File: src/rtl/hex_keypad.sv
// hex_keypad: scanned 4x4 hex keypad with debounce, one pulse per press and a four-digit history.
// Define HEX_KEYPAD_CLEAR_EN to add a synchronous 'clear' input that zeroes data and key_code.
module hex_keypad #(
    parameter int CLK_DIV        = 50000,
    parameter int DEBOUNCE_TICKS = 4
) (
    input  logic        clk,
    input  logic        reset,
`ifdef HEX_KEYPAD_CLEAR_EN
    input  logic        clear,
`endif
    input  logic [3:0]  row,
    output logic [3:0]  col,
    output logic [15:0] data,
    output logic [3:0]  key_code,
    output logic        key_valid
);
    localparam int DIV_W = $clog2(CLK_DIV);
    localparam int CNT_W = $clog2(DEBOUNCE_TICKS + 1);

    typedef enum logic [2:0] {SCAN, DEBOUNCE, ACCEPT, HELD, RELEASE} state_t;

    state_t           state;
    state_t           state_next;
    logic [3:0]       row_meta;
    logic [3:0]       rs;
    logic [DIV_W-1:0] div_cnt;
    logic             tick;
    logic [CNT_W-1:0] deb_cnt;
    logic             cnt_done;
    logic [1:0]       col_idx;
    logic [1:0]       key_row;
    logic [1:0]       key_col;
    logic [1:0]       rs_idx;
    logic             single_low;
    logic [3:0]       key_pattern;
    logic [3:0]       decoded;
    logic             col_advance;
    logic             latch_key;
    logic             cnt_clear;
    logic             cnt_inc;
    logic             clear_req;

`ifdef HEX_KEYPAD_CLEAR_EN
    assign clear_req = clear;
`else
    assign clear_req = 1'b0;
`endif

    always_ff @(posedge clk or negedge reset) begin
        if (!reset) begin
            row_meta <= 4'hF;
            rs       <= 4'hF;
        end else begin
            row_meta <= row;
            rs       <= row_meta;
        end
    end

    always_ff @(posedge clk or negedge reset) begin
        if (!reset) begin
            div_cnt <= '0;
        end else if (tick) begin
            div_cnt <= '0;
        end else begin
            div_cnt <= div_cnt + DIV_W'(1);
        end
    end

    assign tick        = (div_cnt == DIV_W'(CLK_DIV - 1));
    assign cnt_done    = (deb_cnt == CNT_W'(DEBOUNCE_TICKS - 1));
    assign key_pattern = ~(4'b0001 << key_row);
    assign col         = ~(4'b0001 << col_idx);

    // Only a single low row line identifies a key; ghosted multi-key patterns fall to default.
    always_comb begin
        single_low = 1'b1;
        rs_idx     = 2'd0;
        case (rs)
            4'b1110: rs_idx = 2'd0;
            4'b1101: rs_idx = 2'd1;
            4'b1011: rs_idx = 2'd2;
            4'b0111: rs_idx = 2'd3;
            default: single_low = 1'b0;
        endcase
    end

    always_comb begin
        case ({key_row, key_col})
            4'h0:    decoded = 4'h1;
            4'h1:    decoded = 4'h2;
            4'h2:    decoded = 4'h3;
            4'h3:    decoded = 4'hA;
            4'h4:    decoded = 4'h4;
            4'h5:    decoded = 4'h5;
            4'h6:    decoded = 4'h6;
            4'h7:    decoded = 4'hB;
            4'h8:    decoded = 4'h7;
            4'h9:    decoded = 4'h8;
            4'hA:    decoded = 4'h9;
            4'hB:    decoded = 4'hC;
            4'hC:    decoded = 4'hE;
            4'hD:    decoded = 4'h0;
            4'hE:    decoded = 4'hF;
            default: decoded = 4'hD;
        endcase
    end

    always_ff @(posedge clk or negedge reset) begin
        if (!reset) begin
            state <= SCAN;
        end else begin
            state <= state_next;
        end
    end

    always_comb begin
        state_next  = state;
        col_advance = 1'b0;
        latch_key   = 1'b0;
        cnt_clear   = 1'b0;
        cnt_inc     = 1'b0;
        case (state)
            SCAN: begin
                if (tick) begin
                    if (single_low) begin
                        latch_key  = 1'b1;
                        cnt_clear  = 1'b1;
                        state_next = DEBOUNCE;
                    end else begin
                        col_advance = 1'b1;
                    end
                end
            end
            DEBOUNCE: begin
                if (tick) begin
                    if (rs == key_pattern) begin
                        cnt_inc = 1'b1;
                        if (cnt_done) state_next = ACCEPT;
                    end else begin
                        col_advance = 1'b1;
                        state_next  = SCAN;
                    end
                end
            end
            ACCEPT: state_next = HELD;
            HELD: begin
                if (tick && rs == 4'hF) begin
                    cnt_clear  = 1'b1;
                    state_next = RELEASE;
                end
            end
            RELEASE: begin
                if (tick) begin
                    if (rs == 4'hF) begin
                        cnt_inc = 1'b1;
                        if (cnt_done) state_next = SCAN;
                    end else begin
                        state_next = HELD;
                    end
                end
            end
            default: state_next = SCAN;
        endcase
    end

    always_comb begin
        key_valid = (state == ACCEPT);
    end

    // The column stays frozen from detection until the release is confirmed.
    always_ff @(posedge clk or negedge reset) begin
        if (!reset) begin
            col_idx <= 2'd0;
            key_row <= 2'd0;
            key_col <= 2'd0;
            deb_cnt <= '0;
        end else begin
            if (col_advance) col_idx <= col_idx + 2'd1;
            if (latch_key) begin
                key_row <= rs_idx;
                key_col <= col_idx;
            end
            if (cnt_clear) begin
                deb_cnt <= '0;
            end else if (cnt_inc) begin
                deb_cnt <= deb_cnt + CNT_W'(1);
            end
        end
    end

    // Clear takes priority over a coincident accept.
    always_ff @(posedge clk or negedge reset) begin
        if (!reset) begin
            data     <= 16'h0000;
            key_code <= 4'h0;
        end else if (clear_req) begin
            data     <= 16'h0000;
            key_code <= 4'h0;
        end else if (state == ACCEPT) begin
            data     <= {data[11:0], decoded};
            key_code <= decoded;
        end
    end
endmodule

File: config.mk
export PLATFORM = sky130hd
export DESIGN_NAME = hex_keypad
export DESIGN_NICKNAME = d
export VERILOG_FILES = /design/src/rtl/hex_keypad.sv
export SDC_FILE = /design/constraint.sdc
export NUM_CORES = 1
export LEC_CHECK = 0
export ABC_CLOCK_PERIOD_IN_PS = 2000
export CAP_MARGIN = 30
export CORE_MARGIN = 3
export CORE_UTILIZATION = 55
export DETAILED_ROUTE_END_ITERATION = 8
export DONT_BUFFER_PORTS = 1
export PLACE_DENSITY = 0.73
export SLEW_MARGIN = 10
export SYNTH_ARGS = -nofsm -noshare
export SYNTH_HDL_FRONTEND = slang
export SYNTH_SLANG_ARGS = --single-unit
File: constraint.sdc
create_clock -name clk -period 2 [get_ports clk]
set_clock_uncertainty 0.1 [all_clocks]
set_input_delay 0.4 -clock clk [delete_from_list [all_inputs] [get_ports clk]]
set_output_delay 0.4 -clock clk [all_outputs]
set_load 0.05 [all_outputs]
* Word-level counts from Yosys, hierarchy flattened *
Memory sizes are Yosys's and may differ from the RTL's.
Cells that the tools add are included.

word-level totals
  register bits after elaboration = 56
  bits in latches = 0
  RAM bits = 0
  memory bits (read-only) = 64
  input bits = 6
  word-level logic and storage cells = 72
  memories kept = 1

memories
  name              words  width  read ports  clocked after memory_dff  wr ports  RTL line  text
  (name not given)  16     4      1           0                         0         89        case ({key_row, key_col})

operators by class
  add/subtract/negate cells = 3
  multipliers = 0
  divide/modulo/power cells = 0
  magnitude comparators = 0
  equality and inequality tests = 19
  shift operators = 2
  muxes and demuxes = 30
  bitwise gates (word level) = 2
  reduce and logical (&&, ||, !) cells = 5

operator list
  cell                   count
  $mux 3                 11
  $add 16x1->16 const B  1
  $eq 16x16->1 const B   1
  $eq 4x4->1 const B     4
  $mux 16                1
  $pmux 3 s5             1
  $mux 1                 13
  $ne 2x2->1 const B     5
  $eq 3x2->1 const B     3
  $not 4->4              2
  $shl 1x2->4 const A    2
  $reduce_and 7->1       1
  $ne 3x3->1 const B     2
  $pmux 1 s2             3
  $pmux 2 s3             1
  $eq 4x3->1 const B     1
  $eq 4x4->1             1
  $reduce_or 4->1        1
  $add 3x1->3 const B    1
  $eq 3x1->1 const B     1
  $eq 3x3->1 const B     1
  $logic_not 3->1        1
  $add 2x1->2 const B    1
  $reduce_bool 2->1      1
  $logic_and 1x1->1      1

* Longest topological paths before layout *
Gate-level depths: netlist of the first run.

  word-level depth = 8
  depth in mapped cells = 8
  depth with buffers taken out = 7

* Worst setup path after synthesis of the first run *
OpenSTA, ideal clock, no wires.

  kind = register -> register
  from = reg div_cnt[0]
  to = reg state[0]
  setup time = 0.125 ns
  data arrival time = 1.839 ns
  slack = -0.064 ns
  stages on the path, launching flop included = 9
  path buffers = 1
  cells stage by stage = dfrtp_1 ha_1 and3_1 and4_1 buf_4 a211oi_1 a21oi_2 nand3_2 mux2_4

on the way
  longest elaborated chain between the ends = 4

RTL lines
  item                          RTL line  text
  start: declaration            27        logic [DIV_W-1:0] div_cnt;
  start signal: assignment      66        div_cnt <= div_cnt + DIV_W'(1);
  $eq 16x16->1 *                70        assign tick = (div_cnt == DIV_W'(CLK_DIV - 1));
  $logic_and 1x1->1             148       if (tick && rs == 4'hF) begin
  $ne 2x2->1 (no line)          n/a
  $reduce_and 7->1 (no line) *  n/a
  end signal: assignment        113       state <= state_next;
  end: declaration              23        state_t state;

Every way passes the cells marked *; elsewhere a longest branch is shown, timed or not.
A chain may end at the register's enable or synchronous reset.

* Worst setup path in the final report of the first run *
  from = reg rs[1]
  to = reg col_idx[1]

on the way
  longest elaborated chain between the ends = 6

RTL lines
  item                                      RTL line  text
  start: declaration                        26        logic [3:0] rs;
  start signal: assignment                  56        rs <= row_meta;
  $eq 4x3->1 or $eq 4x4->1 (tied branches)  79        case (rs)
  $reduce_or 4->1 (no line)                 n/a
  $mux 1                                    79
  $mux 1                                    126       if (single_low) begin
  $mux 1                                    125       if (tick) begin
  $pmux 1 s2 *                              123       case (state)
  end signal: assignment                    179       if (col_advance) col_idx <= col_idx + 2'd1;
  end: declaration                          31        logic [1:0] col_idx;

Marked as above.

==> run_results.csv, run 1 <==
group,metric,value,unit
status,run_status,"complete, but fails checks",
status,violations,"setup timing",
finish,finalCoreUtilization,68.1,%
finish,multi_input_comb_area,1220,sq um
synthesis,cell_area_synth,2630,sq um
detailed_routing,detail_route.iter0.violations,91,
clock_network,tritoncts,"built",
grt,grt_first_pass_wirelength,7490,um
clock_network,cts.htree.levels,2,
die,floorplan.rows,24,
setup_path,timing.critical_path.from,"rs[1]$_DFF_PN1_",
clock_network,cts_made_buffers,5,
run,cap_viol_max_count,0,
power,static-leakage-power,1.47,nW
setup_path,cpMaxStageDelayCell,"sky130_fd_sc_hd__dfstp_2",
synthesis,yosysSeqAreaShare,49.9,%
setup_path,critical_path_fanout_max,4,
synthesis,ys_seq_elements,52,
timing,final-hold-violation-count,0,
timing,min_period,2.04,ns
synthesis,yosys-top-cells-count,"sky130_fd_sc_hd__dfrtp_1, sky130_fd_sc_hd__nand2_1, sky130_fd_sc_hd__nor2_1, sky130_fd_sc_hd__mux2_2, sky130_fd_sc_hd__inv_1",
finish,fill_cells,331,
detailed_routing,num_vias,1716,
clock_network,clock_path_buffers,2,
synthesis,synth_cell_type_count,49,
setup_path,worst-r2r-cell-count,6,
clock_network,clock-sinks,52,
timing,timing.final.setup_violations,3,
timing,grt_setup_unrepaired,"true",
synthesis,yosys.cell_count.top_type,"sky130_fd_sc_hd__dfrtp_1",
detailed_routing,route.detailed.wl_per_inst,15.4,um
synthesis,synthesis.instances,225,
setup_path,regToRegStartpoint,"rs[1]$_DFF_PN1_",
grt,grt_pass1_vias,1627,
clock_network,ctsRootBufferMaster,"sky130_fd_sc_hd__clkbuf_8",
die,total_die_area,5650,sq um
timing,maxClockFrequency,491,MHz
timing,timing.final.max_slew_violations,0,
detailed_routing,finalWirelength,4720,um
detailed_routing,post-route-drc-count,0,
setup_path,worst_setup_path_start_kind,"flip-flop",
synthesis,synth_nets,243,
detailed_routing,drt_pre_antenna_iters,4,
timing,finalCritPeriodShare,102,%
grt,grt.total_usage,17.6,%
detailed_routing,ant_nets,0,
synthesis,synth.yosys.warnings,0,
clock_network,clk-insertion-delay-late,0.30,ns
detailed_routing,vias_per_cell,5.61,
grt,grt.overflow.total,0,
placed_design,place.gp.congestion,0.872,
clock_network,cts.reportedPaths.clkPinSlew,0.08,ns
synthesis,synth-edff-count,0,
finish,layout.nets,271,
grt,grt_max_degree,53,
setup_path,reg_to_reg_slack_setup,-0.04,ns
die,placeableCoreArea,4470,sq um
die,die_width,75.2,um
min_path,worst_hold_path_type,"flip-flop to flip-flop",
setup_path,wp_data_arrival,2.13,ns
setup_path,rr_endpoint,"col_idx[1]$_DFFE_PN0P_",
timing,worst_slack,-0.0355,ns
placed_design,place_area,2790,sq um
finish,design_area,3050,sq um
placed_design,dpl.hpwl,3170,um
setup_path,crit_required,2.09,ns
die,initial_utilization,58.8,%
setup_path,crit_path_cell_trace,"nor4b_4 -> a221oi_4 -> nor4_4 -> buf_4 -> nor3_4 -> mux2_4",
synthesis,ys_top_cells_by_area,"sky130_fd_sc_hd__dfrtp_1, sky130_fd_sc_hd__dfstp_2, sky130_fd_sc_hd__mux2_2",
setup_path,cp-end-kind,"flip-flop",
finish,post_route_cells_drive_above_1_share,32.3,%
power,power_density,576,nW/um^2
die,io-pin-count,31,
synthesis,netlist.top_cell.by_area,"sky130_fd_sc_hd__dfrtp_1",
finish,areaGrowthSynthToFinish,15.8,%
power,irDropWorstVdd,0.430,mV
placed_design,portBuffers,0,
power,power,1.75,mW
setup_path,crit_path_category,"flip-flop to flip-flop",
setup_path,delay_contributed_by_the_slowest_stage_of_the_critical_path,0.58,ns
die,fp.dieH,75.2,um
grt,number_of_antenna_violations_at_the_first_check_in_global_routing,0,
synthesis,synthArstFlopShare,100,%
placed_design,place_worst_setup_slack,-0.0182,ns
synthesis,synth_top_area_share,41.9,%
synthesis,syn-mean-instance-area,11.7,sq um
finish,antenna_cells_inserted,0,
timing,slew-limit-headroom,36.1,%
finish,regArea,1310,sq um
timing,tightestPinTransition,0.959,ns
setup_path,cp_capture_point,"col_idx[1]$_DFFE_PN0P_",
synthesis,synth_ff_type,"sky130_fd_sc_hd__dfrtp_1",
metrics by stage:
| step | instances | hold WS, ns | setup TNS (ns) |
|---|---|---|---|
| after floorplan | 225 | 0.00441 | 0 |
| final | 306 | 0.259 | -0.0630 |
| after CTS | 299 | 0.260 | 0 |
| after detailed placement | 285 | 0.00554 | -0.0383 |
| after global placement | 285 | 0.00554 | -0.175 |
| after global routing | 306 | 0.263 | -0.515 |
power by group:
group / switching [mW] / internal, mW / total (mW)
registers: 0.00947 / 1.07 / 1.08
clock network: 0.336 / 0.277 / 0.612
logic: 0.0364 / 0.0307 / 0.0671
sequential cells by signal, summed over array words and instances, names as in the netlist:
name	cells
key_col	2
key_row	2
div_cnt	16
deb_cnt	3
data	16
col_idx	2
rs	4
row_meta	4
state	3
placed cells by master (no fill, tap or decap), types with 4 or more instances in the layout:
| cell type | n |
|---|---|
| sky130_fd_sc_hd__nand2_1 | 16 |
| sky130_fd_sc_hd__ha_1 | 11 |
| sky130_fd_sc_hd__a21oi_1 | 4 |
| sky130_fd_sc_hd__nor2_1 | 15 |
| sky130_fd_sc_hd__dfstp_2 | 8 |
| sky130_fd_sc_hd__clkbuf_8 | 6 |
| sky130_fd_sc_hd__mux2_2 | 13 |
| sky130_fd_sc_hd__and3_1 | 8 |
| sky130_fd_sc_hd__o21ai_0 | 7 |
| sky130_fd_sc_hd__buf_4 | 27 |
| sky130_fd_sc_hd__inv_1 | 13 |
| sky130_fd_sc_hd__dlygate4sd3_1 | 5 |
| sky130_fd_sc_hd__xor2_1 | 11 |
| sky130_fd_sc_hd__dfrtp_1 | 42 |
| sky130_fd_sc_hd__xnor2_1 | 6 |
| sky130_fd_sc_hd__nand3_1 | 9 |
logic make-up after synthesis:
group / Yosys count / share of synthesized area (%)
mux: 18 / 8.33
fa+ha+maj: 12 / 5.71
compound gates: 25 / 6.99
flops: 52 / 49.9
simple gates: 75 / 18.1
xor+xnor: 17 / 5.66
buf+inv: 26 / 5.38
how the worst min path moves through the flow:
| stage | from | endpoint | slack, ns | cells past startpoint |
|---|---|---|---|---|
| finish | row_meta[0]$_DFF_PN1_ | rs[0]$_DFF_PN1_ | 0.26 | 0 |
| global route | row_meta[1]$_DFF_PN1_ | rs[1]$_DFF_PN1_ | 0.26 | 0 |
| CTS | row_meta[0]$_DFF_PN1_ | rs[0]$_DFF_PN1_ | 0.26 | 0 |
| detailed placement | reset | data[3]$_DFFE_PN0P_ | 0.006 | 0 |
| global placement | reset | data[1]$_DFFE_PN0P_ | 0.006 | 0 |
| floorplan | reset | col_idx[0]$_DFFE_PN0P_ | 0.004 | 0 |
critical path, delay by kind of cell (launching register included):
kind / cells / cell delay [ns]
AND/OR/NAND/NOR: 3 / 0.70
flip-flops: 1 / 0.58
multiplexers: 1 / 0.29
buffers and inverters: 1 / 0.19
AO/OA/AOI/OAI: 1 / 0.07
what timing repair did:
| action | CTS | global route |
|---|---|---|
| hold buffers | 6 | 0 |
| endpoints found under the hold margin | 56 | 0 |
| resized for setup | 2 | 7 |
| pin swaps | 0 | 6 |
| buffers inserted | 0 | 7 |
| endpoints found under the setup margin | 4 | 5 |
metal layers:
metal  up-vias  wire length (um)  GRT usage, %
met4         0                58          5.24
met2        54              2340          28.9
met1       837              2020          23.1
met5         -                 0             0
met3         6               292          4.54
li1        819                 -             -
area by class of cell:
| cell class | instances | share of cell area [%] |
|---|---|---|
| clock buffers | 6 | 2.71 |
| repair buffers | 34 | 9.86 |
| flip-flops and latches | 52 | 43.1 |
| inverters | 13 | 1.60 |
| well taps | 52 | 2.14 |
| multi-input cells | 147 | 40.2 |
| clock inverters | 2 | 0.329 |
Power figures use the tool's default switching activity.
==> run 2: changes to the inputs <==
Settings changed: CTS_CLUSTER_DIAMETER from default to 40, HOLD_SLACK_MARGIN from default to 0.06, SLEW_MARGIN 10 to default.
==> results of run 2 <==
No change in the layout: final DEF, timing and power equal those of run 1.
==> run 3: changes to the inputs <==
Settings changed: CORE_UTILIZATION 55 to 27, PLACE_DENSITY 0.73 to default, TNS_END_PERCENT from default to 10.
==> run_results.csv, run 3 (synthesis gave the netlist of run 1 again) <==
group,metric,value,unit
status,run_status,"complete, no violations",
power,power,1.74,mW
detailed_routing,detail_route.iter0.violations,46,
setup_path,cp_capture_point,"state[0]$_DFFE_PN0P_",
clock_network,tritoncts,"built",
setup_path,timing.critical_path.from,"rs[0]$_DFF_PN1_",
setup_path,crit_required,2.10,ns
min_path,worst_hold_path_type,"flip-flop to flip-flop",
timing,tightestPinTransition,0.936,ns
die,fp.dieH,105,um
setup_path,wp_data_arrival,2.03,ns
placed_design,dpl.hpwl,3060,um
power,power_density,569,nW/um^2
clock_network,cts_made_buffers,5,
die,placeableCoreArea,9370,sq um
grt,grt_pass1_vias,1664,
setup_path,worst_setup_path_start_kind,"flip-flop",
finish,multi_input_comb_area,1200,sq um
setup_path,rr_endpoint,"state[0]$_DFFE_PN0P_",
finish,antenna_cells_inserted,0,
timing,finalCritPeriodShare,96.5,%
die,floorplan.rows,35,
finish,fill_cells,960,
setup_path,critical_path_fanout_max,6,
grt,grt_first_pass_wirelength,7800,um
detailed_routing,ant_nets,0,
detailed_routing,post-route-drc-count,0,
detailed_routing,drt_pre_antenna_iters,4,
clock_network,clock_path_buffers,2,
setup_path,worst-r2r-cell-count,6,
finish,post_route_cells_drive_above_1_share,29.3,%
power,irDropWorstVdd,0.394,mV
setup_path,crit_path_cell_trace,"and4b_1 -> a211oi_2 -> buf_4 -> a21oi_2 -> nand3_2 -> mux2_4",
min_path,hp-start,"row_meta[3]$_DFF_PN1_",
placed_design,place.gp.congestion,0.758,
finish,layout_top_registers,"data (16), div_cnt (16)",
timing,maxClockFrequency,518,MHz
detailed_routing,route.detailed.wl_per_inst,11.7,um
timing,min_period,1.93,ns
finish,areaGrowthSynthToFinish,16.2,%
power,static-leakage-power,1.42,nW
clock_network,cts.htree.levels,2,
clock_network,clock-sinks,52,
die,initial_utilization,28.1,%
clock_network,clk-insertion-delay-late,0.30,ns
timing,timing.final.setup_violations,0,
clock_network,cts.repair_timing.setup_buffer_count,0,
finish,finalCoreUtilization,32.6,%
setup_path,regToRegStartpoint,"rs[0]$_DFF_PN1_",
detailed_routing,finalWirelength,4370,um
grt,grt.overflow.total,0,
clock_network,ctsRootBufferMaster,"sky130_fd_sc_hd__clkbuf_8",
grt,grt_max_degree,53,
setup_path,delay_contributed_by_the_slowest_stage_of_the_critical_path,0.61,ns
setup_path,crit_path_category,"flip-flop to flip-flop",
timing,slew-limit-headroom,37.6,%
timing,final-hold-violation-count,0,
die,io-pin-count,31,
placed_design,portBuffers,0,
timing,grt_setup_unrepaired,"true",
setup_path,cpMaxStageDelayCell,"sky130_fd_sc_hd__dfstp_2",
clock_network,cts.reportedPaths.clkPinSlew,0.10,ns
finish,regArea,1310,sq um
finish,layout_common_cells,"sky130_fd_sc_hd__dfrtp_1, sky130_fd_sc_hd__buf_4, sky130_fd_sc_hd__nor2_1, sky130_fd_sc_hd__nand2_1, sky130_fd_sc_hd__mux2_2",
run,cap_viol_max_count,0,
detailed_routing,vias_per_cell,4.31,
setup_path,cp-end-kind,"flip-flop",
finish,final_common_cell,"sky130_fd_sc_hd__dfrtp_1",
detailed_routing,num_vias,1617,
grt,number_of_antenna_violations_at_the_first_check_in_global_routing,0,
die,die_width,105,um
die,total_die_area,11000,sq um
timing,timing.final.max_slew_violations,0,
finish,layout.nets,263,
grt,grt.total_usage,8.65,%
setup_path,reg_to_reg_slack_setup,0.07,ns
[run 3: cell types whose count changed in the layout (fill, tap and decap cells not counted), sizes merged]
cell,previous run,this run
clkinvlp,0,1
clkinv,2,1
buf,29,21
[run 3: cell type report]
type,count,share of cell area (%)
Clock buffer,6,2.38
Clock inverter,2,0.532
Inverter,13,1.60
Multi-Input combinational cell,147,39.4
Sequential cell,52,43.0
Tap cell,129,5.28
Timing Repair Buffer,26,7.86
[run 3: worst min path at each step]
| stage | slack (ns) | to | depth (start not counted) |
|---|---|---|---|
| after CTS | 0.26 | rs[3]$_DFF_PN1_ | 0 |
| after global routing | 0.27 | rs[2]$_DFF_PN1_ | 0 |
| after detailed placement | 0.007 | div_cnt[0]$_DFF_PN0_ | 0 |
| after global placement | 0.007 | div_cnt[0]$_DFF_PN0_ | 0 |
| final | 0.26 | rs[3]$_DFF_PN1_ | 0 |
| after floorplan | 0.004 | col_idx[0]$_DFFE_PN0P_ | 0 |
[run 3: power breakdown]
group	switching [mW]	internal, mW	total, mW
sequential	0.0106	1.07	1.08
clock	0.351	0.250	0.601
combinational	0.0331	0.0272	0.0603
total	0.395	1.34	1.74
[run 3: layer usage]
metal / GRT usage [%] / part of all wire (%)
met3: 2.84 / 4.3
met2: 13.9 / 45
met1: 11.1 / 49
met4: 2.53 / 1.2
met5: 0 / 0
[run 3: critical path, delay by kind of cell, from the launching register on]
kind | cells | cell delay (ns)
AO/OA/AOI/OAI | 2 | 0.33
AND/OR/NAND/NOR | 2 | 0.33
multiplexers | 1 | 0.29
buffers and inverters | 1 | 0.16
flip-flops | 1 | 0.61
[run 3: through the flow]
step	instance area [sq um]	instances	hold slack, ns	setup TNS [ns]	setup WS [ns]
final	3060	375	0.261	0	0.0709
after global routing	3060	375	0.272	-0.154	-0.0626
after global placement	2870	361	0.00692	-0.0974	-0.0433
after detailed placement	2870	361	0.00679	-0.0752	-0.0464
after floorplan	2640	225	0.00441	0	0.0164
after CTS	3040	375	0.262	0	0.00542
[run 3: what timing repair did]
action                                  in CTS  in global routing
resized for setup                            2                  3
hold endpoints to repair                    56                  0
hold buffers                                 6                  0
pin swaps                                    0                  4
endpoints found under the setup margin       4                  4
==> RTL change 1: new RTL, flow settings as in run 1 <==
The option `HEX_KEYPAD_CLEAR_EN` is turned on by a define.
--- a/src/rtl/hex_keypad.sv
+++ b/src/rtl/hex_keypad.sv
@@ -2,2 +2,4 @@
 // Define HEX_KEYPAD_CLEAR_EN to add a synchronous 'clear' input that zeroes data and key_code.
+`define HEX_KEYPAD_CLEAR_EN
+
 module hex_keypad #(
Ports: changed (added clear); port bits go from 31 to 32. No check against the original RTL was run, so the function may have changed too.
==> RTL change 1 against run 1 <==
The flow still finishes with violations (setup timing); setup slack worse by 0.049 ns; first-iteration DRC count down 23%; sequential cell count unchanged; hold slack worse by 0.22 ns; synthesized cell count up 20%; synthesized area up 2.3%; cell area up 9.3%; utilization up 5.4 points; power up 6.2%; routed wire length up 13%; critical path depth up 1; largest power group unchanged.
==> RTL change 1: results (changes against run 1) <==
| Metric | Value |
|---|---|
| Yosys cell types | 47 (-4.1%) |
| Crit-path max FO | 7 (+3) |
| Vias in the first global route | 2111 (+30%) |
| Hold_sp | clear |
| Most frequent cells after synthesis | 44 x dfrtp_1, 35 x nand2_1, 23 x nor2_1, 17 x inv_1, 15 x a21oi_1 |
| # resized after CTS | 7 (+5) |
| Reg2reg start | div_cnt[7]$_DFF_PN0_ |
| Seq/Total Area, Yosys | 48.72% (-1.1 points) |
| Met3 global-route usage | 5.095% (+0.56 points) |
| Starting DRC count in detailed routing | 70 (-23%) |
| Final hold slack | 0.04070 ns (-0.2185 ns) |
| Status | finished, violations left |
| All-layer global routing usage | 19.84% (+2.2 points) |
| Met3 WL | 276 um (-5.5%) |
| Syn avg cell area | 9.931 um2 (-15%) |
| Diodes inserted | 0 (unchanged) |
| Wl on met1 | 2379 um (+18%) |
| CP startpoint | div_cnt[7]$_DFF_PN0_ |
| Inst Count DP | 358 (+26%) |
| Synth top area cells | dfrtp_1 41%, dfstp_2 7.8%, ha_1 5.6% |
| Compound-Gate Fraction of Synth Area | 9.484% (+2.5 points) |
| Setup violators final | 11 (+8) |
| DP HPWL | 3758 um (+19%) |
| Leak Pwr | 0.001512 uW (+2.8%) |
| Post-CTS Setup Bufs | 4 (+4) |
| Share of cells above drive strength 1 | 25.48% (-6.8 points) |
| Worst Tran Pin Value | 0.5144 ns (-0.4448 ns) |
| Met1 Resource Use GR | 25.39% (+2.3 points) |
| Type of the worst min-delay path | in2reg |
| Failing checks | setup timing |
| Fill cells | 317 (-4.2%) |
| Critical path arrival | 2.24 ns (+0.11 ns) |
| Pre-CTS setup slack | -0.08575 ns (-0.06753 ns) |
| Adder-Cell Fraction of Synth Area | 5.579% (-0.13 points) |
| XOR/XNOR Fraction of Synth Area | 5.532% (-0.13 points) |
| Predominant post-synthesis flop cell | dfrtp_1 |
| Setup TNS | -0.4808 ns (-0.4179 ns) |
| Met2 GRT Util | 33.33% (+4.4 points) |
| GPL Wtd Cong | 0.8660 (-0.70%) |
| Net Count, Synth | 290 (+19%) |
| Multiplexer share of the synthesized area | 3.533% (-4.8 points) |
| First-pass GRT wire length | 9494 um (+27%) |
| Setup WS post-layout | -0.08428 ns (-0.04877 ns) |
[RTL change 1: changes by cell type after synthesis, moves of 4 or more]
cell,change
nand2_1,+19
inv_1,+4
a31oi_1,+4
nor2_1,+8
nand4_1,+5
nand2b_1,+4
clkbuf_1,+8
a21oi_1,+11
mux2_2,-12
and3_1,-4
[RTL change 1: worst max-delay path, stage by stage, from the launching register on]
cell and delay [ns]:
dfrtp_1 0.39, or4b_4 0.57, nor4_4 0.32, buf_6 0.18, buf_6 0.10, nand4_1 0.13
o21ai_2 0.11, a21o_1 0.13
[RTL change 1: metrics by stage]
stage / cell area [um2] / power (uW)
after detailed placement: 3038 / 1125
after CTS: 3287 / 1886
after floorplan: 2749 / 1121
final: 3329 / 1864
after global placement: 3038 / 1124
after global routing: 3329 / 1932
[RTL change 1: final timing paths]
path,depth (start not counted),endpoint
max reg2reg,7,state[1]$_DFFE_PN0P_
min,1,data[5]$_DFFE_PN0P_
max in group asynchronous,2,rs[0]$_DFF_PN1_
min in group asynchronous,2,data[5]$_DFFE_PN0P_
min reg2reg,0,rs[2]$_DFF_PN1_
max,7,state[1]$_DFFE_PN0P_
[RTL change 1: power breakdown]
| part | internal, uW | switching (uW) | leakage [uW] |
|---|---|---|---|
| combinational | 32.4 | 40.3 | 0.000773 |
| sequential | 1070 | 4.62 | 0.000685 |
| clock | 371 | 350 | 0.0000541 |
[RTL change 1: layout make-up]
type | instances | area [um2] | share of cell area, %
Clock buffer | 5 | 68.82 | 2.067
Clock inverter | 3 | 42.54 | 1.278
Inverter | 18 | 71.32 | 2.142
Multi-Input combinational cell | 186 | 1315 | 39.50
Sequential cell | 52 | 1311 | 39.38
Tap cell | 65 | 81.33 | 2.443
Timing Repair Buffer | 50 | 439.2 | 13.19
==> RTL change 2: new RTL, settings of run 1 <==
Without the edit above. Re-encode `state_t` (5 states) as one-hot, 5 bits wide.
--- a/src/rtl/hex_keypad.sv
+++ b/src/rtl/hex_keypad.sv
@@ -20,3 +20,3 @@
 
-    typedef enum logic [2:0] {SCAN, DEBOUNCE, ACCEPT, HELD, RELEASE} state_t;
+    typedef enum logic [4:0] {SCAN = 5'b00001, DEBOUNCE = 5'b00010, ACCEPT = 5'b00100, HELD = 5'b01000, RELEASE = 5'b10000} state_t;
 
Behaviour: same outputs for any inputs over 10 cycles, from zero or initial values and one cycle with reset low; not proved beyond that.
==> RTL change 2 against run 1 <==
The run still ends with setup timing left; sequential cell count grew 2; setup slack gained 0.019 ns; cell area grew 2.1%; power shrank 0.74%; synthesized area is essentially flat; hold slack is essentially flat; routed wire length grew 0.23%; utilization grew 1.4 points; largest cell class unchanged; largest power group unchanged; highest routed layer unchanged.
==> RTL change 2: results (changes against run 1) <==
| Metric | Value |
|---|---|
| Worst path top cell family by delay | flip-flops |
| Clock-cell share | 2.616% (-0.42 points) |
| Area taken by multi-input logic gates | 1240 um2 (+1.2%) |
| Inverters | 11 (-2) |
| Net Count, Synth | 281 (+16%) |
| Multiplexer share of the synthesized area | 2.806% (-5.5 points) |
| Nets | 314 (+16%) |
| Pre-CTS setup slack | -0.06771 ns (-0.04950 ns) |
| Starting DRC count in detailed routing | 108 (+19%) |
| WL met2 | 2087 um (-11%) |
| Drt wl/cell | 13.54 um (-12%) |
| Status | finished, violations left |
| Setup violators final | 1 (-2) |
| Final non-clock buffer share | 10.14% (+0.28 points) |
| Share of cells above drive strength 1 | 21.89% (-10 points) |
| Signal buffers | 38 (+12%) |
| Synth top area cells | dfrtp_1 43%, dfstp_2 9.0%, nand2_1 7.8% |
| Failing checks | setup timing |
| Seq cells | 54 (+3.8%) |
| Most frequent cells after synthesis | 55 x nand2_1, 45 x dfrtp_1, 20 x nor2_1, 12 x ha_1, 12 x o21ai_0 |
| Critical path arrival | 2.11 ns (-0.02 ns) |
| CP max stage delay | 0.54 ns (-0.04 ns) |
| Met3 WL | 363 um (+24%) |
| GPL Wtd Cong | 0.8828 (+1.2%) |
| Post-placement cell area | 2843 um2 (+2.1%) |
| Biggest regs | data (16), div_cnt (16), state (5) |
| All-layer global routing usage | 17.27% (-0.34 points) |
| Vias in the first global route | 1805 (+11%) |
| Setup WS post-layout | -0.01614 ns (+0.01937 ns) |
| Pwr dens | 560.1 nW/um2 (-2.8%) |
## RTL change 2: per-layer routing
| metal | vias up | global-route usage [%] |
|---|---|---|
| met4 | 0 | 6.990 |
| met1 | 910 | 23.05 |
| met5 | - | 0 |
| li1 | 942 | - |
| met2 | 61 | 26.89 |
| met3 | 9 | 4.539 |
## RTL change 2: repair_timing
| item | 4_1_cts | 5_1_grt |
|---|---|---|
| setup endpoints to repair | 6 | 10 |
| buffers inserted | 1 | 3 |
| pin swaps | 5 | 6 |
| hold buffers | 6 | 0 |
| endpoints found under the hold margin | 58 | 0 |
| gates resized for setup | 3 | 13 |
| gates cloned | 0 | 0 |
## RTL change 2: power breakdown
group	leakage (uW)	internal [uW]	switching [uW]
clock network	0.0000426	241	331
registers	0.000709	1110	6.85
logic	0.000723	22.1	34.3
total	0.00147	1370	372
